### src/rtl/traffic_interval_timer.sv
// Interval timer for the traffic-light controller: prescales the system clock into ticks,
// counts ticks since the last t_reset and flags when the long and yellow intervals have elapsed.
module traffic_interval_timer #(
  parameter int CLK_PER_TICK = 1000,
  parameter int TICK_W       = 8,
  parameter int DEF_LONG     = 15,
  parameter int DEF_YELLOW   = 3
) (
  input  logic              clock,
  input  logic              reset,
  input  logic              t_reset,
  input  logic              cfg_we,
  input  logic              cfg_sel,
  input  logic [TICK_W-1:0] cfg_data,
  output logic              time_country,
  output logic              time_yellow,
  output logic              tick,
  output logic [TICK_W-1:0] elapsed
);

  localparam int PW = (CLK_PER_TICK > 1) ? $clog2(CLK_PER_TICK) : 1;
  localparam logic [PW-1:0]     PRESC_LAST = PW'(CLK_PER_TICK - 1);
  localparam logic [TICK_W-1:0] ELAPSED_MAX = {TICK_W{1'b1}};
  localparam logic [TICK_W-1:0] LONG_RST    = TICK_W'(DEF_LONG);
  localparam logic [TICK_W-1:0] YEL_RST     = TICK_W'(DEF_YELLOW);

  logic [PW-1:0]     presc_q, presc_d;
  logic [TICK_W-1:0] elapsed_q, elapsed_d;
  logic [TICK_W-1:0] long_sh_q, long_sh_d, yel_sh_q, yel_sh_d;
  logic [TICK_W-1:0] long_act_q, long_act_d, yel_act_q, yel_act_d;
  logic              tc_q, tc_d, ty_q, ty_d;

  assign tick         = (presc_q == PRESC_LAST) && !t_reset;
  assign elapsed      = elapsed_q;
  assign time_country = tc_q;
  assign time_yellow  = ty_q;

  always_comb begin
    presc_d    = presc_q;
    elapsed_d  = elapsed_q;
    long_sh_d  = long_sh_q;
    yel_sh_d   = yel_sh_q;
    long_act_d = long_act_q;
    yel_act_d  = yel_act_q;
    tc_d       = tc_q;
    ty_d       = ty_q;

    if (cfg_we && !cfg_sel) long_sh_d = cfg_data;
    if (cfg_we &&  cfg_sel) yel_sh_d  = cfg_data;

    if (t_reset) begin
      // Loading from the post-write shadow values lets a same-edge cfg write govern the next interval.
      presc_d    = '0;
      elapsed_d  = '0;
      tc_d       = 1'b0;
      ty_d       = 1'b0;
      long_act_d = long_sh_d;
      yel_act_d  = yel_sh_d;
    end else begin
      presc_d = (presc_q == PRESC_LAST) ? '0 : presc_q + 1'b1;
      if (tick && (elapsed_q != ELAPSED_MAX)) elapsed_d = elapsed_q + 1'b1;
      tc_d = tc_q | (elapsed_d >= long_act_q);
      ty_d = ty_q | (elapsed_d >= yel_act_q);
    end
  end

  always_ff @(posedge clock) begin
    if (reset) begin
      presc_q    <= '0;
      elapsed_q  <= '0;
      long_sh_q  <= LONG_RST;
      yel_sh_q   <= YEL_RST;
      long_act_q <= LONG_RST;
      yel_act_q  <= YEL_RST;
      tc_q       <= 1'b0;
      ty_q       <= 1'b0;
    end else begin
      presc_q    <= presc_d;
      elapsed_q  <= elapsed_d;
      long_sh_q  <= long_sh_d;
      yel_sh_q   <= yel_sh_d;
      long_act_q <= long_act_d;
      yel_act_q  <= yel_act_d;
      tc_q       <= tc_d;
      ty_q       <= ty_d;
    end
  end

endmodule

### config.mk
export PLATFORM = sky130hd
export DESIGN_NAME = traffic_interval_timer
export DESIGN_NICKNAME = d
export VERILOG_FILES = /design/src/rtl/traffic_interval_timer.sv
export SDC_FILE = /design/constraint.sdc
export NUM_CORES = 1
export LEC_CHECK = 0
export CAP_MARGIN = 20
export CORE_ASPECT_RATIO = 0.7
export CORE_MARGIN = 1.5
export CORE_UTILIZATION = 35
export DETAILED_ROUTE_END_ITERATION = 8
export SYNTH_ARGS = -nofsm -noshare
export SYNTH_HDL_FRONTEND = slang
export SYNTH_SLANG_ARGS = --single-unit
### constraint.sdc
create_clock -name clock -period 2.85 [get_ports clock]
set_clock_uncertainty 0.05 [all_clocks]
set_input_delay 0.57 -clock clock [delete_from_list [all_inputs] [get_ports clock]]
set_output_delay 0.57 -clock clock [all_outputs]
set_load 0.005 [all_outputs]
==> metrics list, run 1 <==
* Count of routing violations after the opening detailed-route iteration: 67
- Crit path max fanout: 6
- Number of levels in the clock H-tree: 2
* Avg WL per Cell: between 10 and 15 um
- The via count of the first global-routing pass is roughly 1900.
* Yosys Warn Count: 0
* Type of the worst min-delay path: register to register
- The number of placed instances, taps included, is just under 400.
- Of the total power, combinational logic draws just under 10%.
- First drt pass iteration count: 5
- After detailed routing, the met3 layer carries roughly 130 um of wire.
- Entering global routing, the biggest net connects 17 pins.
- The area growth from synthesis to layout is 34.7%.
- Unrepaired setup endpoints after global routing: true
- Vertical extent of the die: ~72 um
- Net switching is 21.4% of the power.
- Post-synthesis sequential area ratio: 43.9%
- For the pin with the worst max-slew slack, the measured transition is between 800 and 900 ps.
* TritonCTS clock tree: yes
- Flops & latches, synth: between 50 and 60
- At the worst endpoint, the arrival time is around 3000 ps.
* Proportion of power drawn by flip-flops and latches: between 50% and 60%
* Worst path required time: approximately 3000 ps
- The initial utilization of the core area, before any placement, comes to a little under two fifths.
- Final critical-path required period: between 2000 and 3000 ps
* DR top layer: met4
- STA classifies the critical path endpoint as a register.
- Total CTS buffers: 5
* Total wire length after detailed routing: 5.23 mm
- Post-CTS clock slew at the launch and capture registers of the worst setup and hold paths: about 100 ps
- Post-synthesis cell type count: 44
* Maximum buffer depth of the clock tree: 2
- Hold Fails Final Rpt: 0
- Post-Layout Cell Count: roughly 400
- For this block, wires on met1 add up to approximately 2.7 mm.
* Grt ovf: 0
- Average via count per standard cell: between 4 and 5
- In this run the standard cell core region covers about 0.0064 mm^2.
- Number of max-capacitance violations reported: 0
- Instance area after placement: 0.00298 mm^2
- The most used flip-flop cell after synthesis is sky130_fd_sc_hd__dfxtp_1.
- The worst setup path is of the register to register kind.
- Weighted congestion at the end of routability-driven global placement: 0.795
* Width of the chip: ~100 um
- Number of enable-type register cells in the synthesized netlist: 0
- After routing the design area is approximately 0.0032 mm^2.
- The worst path uses 100% of the clock period.
- STA classifies the critical path startpoint as a register.
* P_int: between 1 and 1.5 mW
- The initialized floorplan defines 24 standard-cell rows.
- Routed Antenna Nets: 0
- Failing checks: setup timing
- Detailed placement finished with a half-perimeter wire length of 3.98 mm.
* Share of synthesized flip-flops with an asynchronous set or reset: 0%
* Worst slew margin relative to its limit: between 40% and 50%
- The synthesized netlist occupies a cell area of approximately 0.0024 mm^2.
- Number of instances in the synthesized netlist: ~260
- Met2 wirelength from detailed routing: about 2.3 mm
* Worst Setup Slack, final: -14.2 ps
* Die area: around 0.0073 mm^2
- Fill cells: 604
* Source-to-sink clock delay at the later pin of the worst-skew pair: ~300 ps
* Count of buffers from port buffering: 23
- Finish-stage setup viols: 1
- A synthesized cell averages slightly above 9 um^2.
- The first global-routing pass estimated ~9.2 mm of wire.
* Vias post-DR: roughly 1900
* Clk Tree Root Cell: sky130_fd_sc_hd__clkbuf_8
* Sink count of the clock tree: 52
- In this run the static leakage power is 1.35 nW.
- Post-route setup TNS: -14.2 ps
- Final net count: about 340
- Global routing used ~16% of the available tracks.
- The number of antenna violations at the first check in global routing came to 0.
- DRC violations left: 0
- For this design the top-level I/O count stands at 24.
- Fin. max-slew vios: 0
- The worst-case IR drop observed on VDD is between 0.2 and 0.25 mV.
- In this run the power spent charging and discharging nets is between 0.3 and 0.4 mW.
- The number of antenna diodes in the final layout is 0.
- The number of nets in the synthesized netlist is roughly 290.
- For this design the ratio of total power to cell area is 470 mW/mm^2.
* Proportion of layout cells with a drive suffix above 1: about a fifth
- Static timing analysis puts the maximum clock frequency at between 300 and 400 MHz.
* Status: finished, violations left
- The clock network is responsible for 38.8% of the overall power.
## sequential cells by signal (all words and copies together), names as in the netlist
register and cells:
elapsed 8, long_act_q 8, long_sh_q 8, presc_q 10
time_country 1, time_yellow 1, yel_act_q 8, yel_sh_q 8
## cells in the mapped netlist, drive strengths merged (2+ instances only)
master | instances | share of area, %
nand2 | 29 | 4.6
a2111oi | 2 | 0.74
nand3b | 2 | 0.63
nor3 | 3 | 0.63
and2 | 2 | 0.53
nor2b | 6 | 1.6
mux2i | 5 | 2.1
or3 | 3 | 0.90
nand3 | 11 | 2.3
xor2 | 3 | 1.1
xnor2 | 3 | 1.1
clkbuf | 8 | 1.3
ha | 18 | 9.5
dfxtp | 52 | 44
nand2b | 3 | 0.79
nor2 | 15 | 2.4
o21a | 2 | 0.63
o21ai | 8 | 1.7
a21o | 2 | 0.63
inv | 19 | 3.0
o211ai | 4 | 1.3
and3 | 6 | 1.6
a22o | 5 | 1.8
nand4 | 2 | 0.53
a21oi | 13 | 2.7
or4 | 2 | 0.79
a211oi | 2 | 0.63
a211o | 5 | 1.8
o31ai | 2 | 0.63
o22a | 10 | 3.7
## per-layer routing
metal,track usage (%),vias up
met2,25.4,18
met5,0,-
li1,-,1008
met3,3.41,5
met1,22.8,916
met4,4.63,0
## cell type report
type | count | area [um^2] | share of cell area [%]
Clock inverter | 2 | 60.1 | 1.88
Timing Repair Buffer | 49 | 427 | 13.4
Sequential cell | 52 | 1040 | 32.7
Inverter | 19 | 71.3 | 2.23
Clock buffer | 5 | 68.8 | 2.15
Multi-Input combinational cell | 178 | 1410 | 44.2
Tap cell | 91 | 114 | 3.56
## metrics by stage
step / setup WS (ps) / hold WS (ps) / power [mW] / utilization [%]
2_1_floorplan: -3.25 / 370 / 0.882 / -
3_3_place_gp: -487 / 404 / 0.928 / 46.7
3_5_place_dp: -522 / 408 / 0.931 / 46.7
4_1_cts: -72.6 / 422 / 1.52 / 49.6
5_1_grt: -174 / 441 / 1.58 / 50.0
6_report: -14.2 / 417 / 1.50 / 50.0
## power by group through the flow
stage | Sequential (mW) | Clock, mW | Combinational (mW)
finish | 0.773 | 0.582 | 0.145
floorplan | 0.786 | 0 | 0.0957
detailed placement | 0.789 | 0 | 0.142
global route | 0.777 | 0.634 | 0.166
CTS | 0.773 | 0.603 | 0.147
global placement | 0.789 | 0 | 0.140
## cell usage in the layout, fill, tap and decap left out, types with 2 or more instances in the layout
cell type	count
sky130_fd_sc_hd__mux2i_1	5
sky130_fd_sc_hd__nor2_1	15
sky130_fd_sc_hd__inv_1	19
sky130_fd_sc_hd__o22a_1	10
sky130_fd_sc_hd__clkdlybuf4s50_1	21
sky130_fd_sc_hd__nand3b_1	2
sky130_fd_sc_hd__clkbuf_8	5
sky130_fd_sc_hd__nand2_1	28
sky130_fd_sc_hd__nand4_1	2
sky130_fd_sc_hd__a211oi_2	2
sky130_fd_sc_hd__nor3_1	2
sky130_fd_sc_hd__dfxtp_2	2
sky130_fd_sc_hd__ha_4	5
sky130_fd_sc_hd__or4_4	2
sky130_fd_sc_hd__nand3_1	11
sky130_fd_sc_hd__a22o_1	5
sky130_fd_sc_hd__nand2b_4	2
sky130_fd_sc_hd__and3_1	6
sky130_fd_sc_hd__a211o_1	5
sky130_fd_sc_hd__a2111oi_4	2
sky130_fd_sc_hd__dfxtp_1	50
sky130_fd_sc_hd__xnor2_1	3
sky130_fd_sc_hd__o21ai_1	3
sky130_fd_sc_hd__nor2b_1	6
sky130_fd_sc_hd__a21o_1	2
sky130_fd_sc_hd__ha_1	13
sky130_fd_sc_hd__o21a_1	2
sky130_fd_sc_hd__o211ai_1	4
sky130_fd_sc_hd__buf_4	26
sky130_fd_sc_hd__xor2_1	3
sky130_fd_sc_hd__bufinv_16	2
sky130_fd_sc_hd__a21oi_1	13
sky130_fd_sc_hd__o21ai_0	4
## cell families after synthesis
logic type	share of synthesized area (%)
buffers and inverters	4.48
and+or+nand+nor	19.6
DFF	43.9
adders and majority gates	9.49
muxes	2.58
xor gates and xnor gates	2.22
AOI/OAI and AO/OA	17.7
## critical path, cell delays in order (launching register included)
cell                        delay [ps]
sky130_fd_sc_hd__dfxtp_2           360
sky130_fd_sc_hd__ha_4              150
sky130_fd_sc_hd__nand4bb_4         110
sky130_fd_sc_hd__or4_4             560
sky130_fd_sc_hd__or3_4             390
sky130_fd_sc_hd__and2_4            190
sky130_fd_sc_hd__ha_4              200
sky130_fd_sc_hd__nand2b_4          140
sky130_fd_sc_hd__a2111oi_4         300
sky130_fd_sc_hd__o211ai_1          120
sky130_fd_sc_hd__and3_1            190
## what timing repair did
item	4_1_cts	5_1_grt
endpoints found under the setup margin	3	3
resized for setup	8	7
buffers inserted	1	0
pin swaps	2	1
hold buffers	0	0
## final timing paths
path / from / endpoint / slack, ps / cells past startpoint
max: presc_q[1] / time_yellow / -10 / 10
min: yel_sh_q[2] / yel_sh_q[2] / 420 / 2
min reg2reg: yel_sh_q[2] / yel_sh_q[2] / 420 / 2
max reg2reg: presc_q[1] / time_yellow / -10 / 10
Note: power is estimated with default switching activity, not from simulation.
==> inputs of run 2 (changes only) <==
clock period = 2.6 ns   (was 2.85 ns; I/O delays follow)
==> run 2 against run 1 <==
Net effect:
- the run still ends with setup timing left
- maximum frequency is 1.6% lower
- flip-flop and latch count stayed put
- register-to-register slack worse by 300 ps
- setup slack worse by 300 ps
- clock power is 4.6% lower
- sequential power is 9.7% higher
- via count is 2.4% higher
- design area is 1.0% higher
- combinational power is 9.7% higher
- final cell count is 2.0% higher
- clock-buffer cell count stayed put
- power is 4.0% higher
==> metrics list, run 2 (synthesis results as in run 1) <==
- Pin count of the biggest net entering global routing: 17
- In this run the tightest slew margin relative to its limit is about two fifths.
- Initial Util: 37.1%
- In the final layout, flip-flops and latches occupy ~0.0010 mm^2.
* Number of levels in the clock H-tree: 2
- The setup path with the least slack is of type register to register.
* Failing checks: setup timing
- The top cell types in the final layout, fill and taps aside, are 50 x sky130_fd_sc_hd__dfxtp_1, 33 x sky130_fd_sc_hd__buf_4, 26 x sky130_fd_sc_hd__nand2_1, 21 x sky130_fd_sc_hd__clkdlybuf4s50_1, 19 x sky130_fd_sc_hd__inv_1.
* Vertical extent of the die: 71.9 um
- Number of flip-flops in the largest register: 10
* Finish-stage setup viols: 2
- In this run the horizontal extent of the chip is approximately 100 um.
* Fin Hold WS: roughly 420 ps
* Sink count of the clock tree: 52
- The floorplan has 24 rows.
- The later pin in the worst-skew pair is clocked with a latency of roughly 310 ps.
- Data on the critical path arrives at its endpoint at approximately 3000 ps.
- Total wire length after detailed routing: between 5 and 6 mm
* Proportion of layout cells with a drive suffix above 1: between 20 and 25%
- Average via count per standard cell: 4.93
* Total design power: approximately 1.6 mW
* Worst Setup Slack, final: -311 ps
* Top register by number of flip-flops: presc_q
- For this run, the detailed router's first-pass iteration total came to 6.
- Type of the worst min-delay path: register to register
- After layout, the minimum clock period comes to about 2900 ps.
* Unrepaired setup endpoints after global routing: true
- Leaving out fill and tap cells, the most frequent cell in the layout is sky130_fd_sc_hd__dfxtp_1.
* Number of antenna violations at the first check in global routing: 0
* Total CTS buffers: 5
- The via count of the first global-routing pass is ~1900.
- The detail route stage leaves a number of antenna-violating nets equal to 0.
- Port buffering added 23 buffers.
- For the worst setup path, the data required time is 2760 ps.
* HPWL after detailed placement: 4.08 mm
- The first routing iteration left between 70 and 80 violations.
- Of all nets on the critical path, the largest fanout is 7.
* TritonCTS clock tree: yes
- Weighted congestion at the end of routability-driven global placement: between 0.7 and 0.8
- At the pin with the least slew margin, the transition time is 895 ps.
* Final antenna diode count: 0
* Global routing usage summed across all routing layers: approximately 16%
* Logic pwr share: 10.2%
- Fin. max-slew vios: 0
- The worst setup path is captured at a register.
- The die covers between 0.007 and 0.008 mm^2.
* Status: finished, violations left
- Dividing the detail-routed wire length by the instance count gives between 10 and 15 um.
- I/O pin total: 24
- Registers are responsible for a little over half of the overall power.
- In this run the standard cell core region covers ~0.0064 mm^2.
* Setup crit start kind: register
* Final cycle utilization of the critical path: 112%
- The total overflow left after global routing is 0.
- Area grow syn2layout: 36.1%
- The number of endpoints with negative hold slack in the final report was 0.
* DRC violations left: 0
* Number of max-capacitance violations reported: 0
- P_int: between 1 and 1.5 mW
- Global-route wire length before repair: a little over 9 mm
* Post-CTS clock slew at the launch and capture registers of the worst setup and hold paths: around 100 ps
- Switching power as a share of total power: between 20% and 30%
- Fill cells: ~600
- Timing would allow up to between 300 and 400 MHz.
- Maximum buffer depth of the clock tree: 2
* VDD IR max: 0.301 mV
- The analysis attributes to cell leakage a power of 1.37 nW.
- Area of the multi-input gates: between 0.001 and 0.0015 mm^2
* Power share of the clock group: 35.5%
- P_sw: between 0.3 and 0.4 mW
- In this run the clock root is driven by a sky130_fd_sc_hd__clkbuf_8.
* Final net count: 343
* Power per standard cell area: around 480 mW/mm^2
- Vias post-DR: between 1500 and 2000
-- run 2: path summary, 6_finish.rpt --
| path | startpoint | endpoint | slack, ps | depth (start not counted) |
|---|---|---|---|---|
| worst max-delay path | presc_q[0] | time_country | -310 | 11 |
| worst max register to register | presc_q[0] | time_country | -310 | 11 |
| worst min-delay path | yel_sh_q[2] | yel_sh_q[2] | 420 | 2 |
| worst min register to register | yel_sh_q[2] | yel_sh_q[2] | 420 | 2 |
-- run 2: through the flow --
step	setup WS [ps]	instance area, um^2	utilization [%]	TNS, ps	std cells
after floorplan	-293	2530	-	-585	258
after global placement	-761	3050	47.7	-1640	392
after detailed placement	-800	3050	47.7	-1760	392
after CTS	-407	3210	50.2	-741	404
after global routing	-450	3230	50.5	-885	404
final	-311	3230	50.5	-619	404
-- run 2: cell type report --
cell class                      instances  area share [%]
Multi-Input combinational cell        178            43.9
Sequential cell                        52            32.3
Timing Repair Buffer                   56            14.6
Tap cell                               91            3.53
Inverter                               19            2.21
Clock buffer                            5            2.13
Clock inverter                          3            1.32
-- run 2: routing by layer --
layer	global-route usage (%)	vias up	wire length (um)
li1	-	1025	-
met1	24.3	930	2880
met2	23.7	34	2240
met3	3.41	4	281
met4	3.55	0	37
met5	0	-	0
-- run 2: what timing repair did --
item,CTS,global route
hold buffers,0,0
pin swaps,9,5
gates resized for setup,9,6
buffers inserted,4,1
endpoints found under the setup margin,3,3
endpoints found under the hold margin,0,0
cloned,0,0
-- run 2: power groups by stage --
stage	sequential [mW]	combinational (mW)	clock, mW
floorplan	0.863	0.108	0
global placement	0.866	0.157	0
detailed placement	0.866	0.159	0
CTS	0.848	0.161	0.572
global route	0.852	0.179	0.601
finish	0.848	0.159	0.555
-- run 2: worst max-delay path, cell delays in order, from the launching register on --
cell and delay (ps):
sky130_fd_sc_hd__dfxtp_2 370, sky130_fd_sc_hd__ha_4 160, sky130_fd_sc_hd__nand4bb_4 110, sky130_fd_sc_hd__or4_4 570, sky130_fd_sc_hd__buf_4 180, sky130_fd_sc_hd__or3_2 470, sky130_fd_sc_hd__nand2_2 100, sky130_fd_sc_hd__ha_1 220
sky130_fd_sc_hd__o21a_1 170, sky130_fd_sc_hd__o21ai_1 130, sky130_fd_sc_hd__o211ai_1 110, sky130_fd_sc_hd__and3_1 190
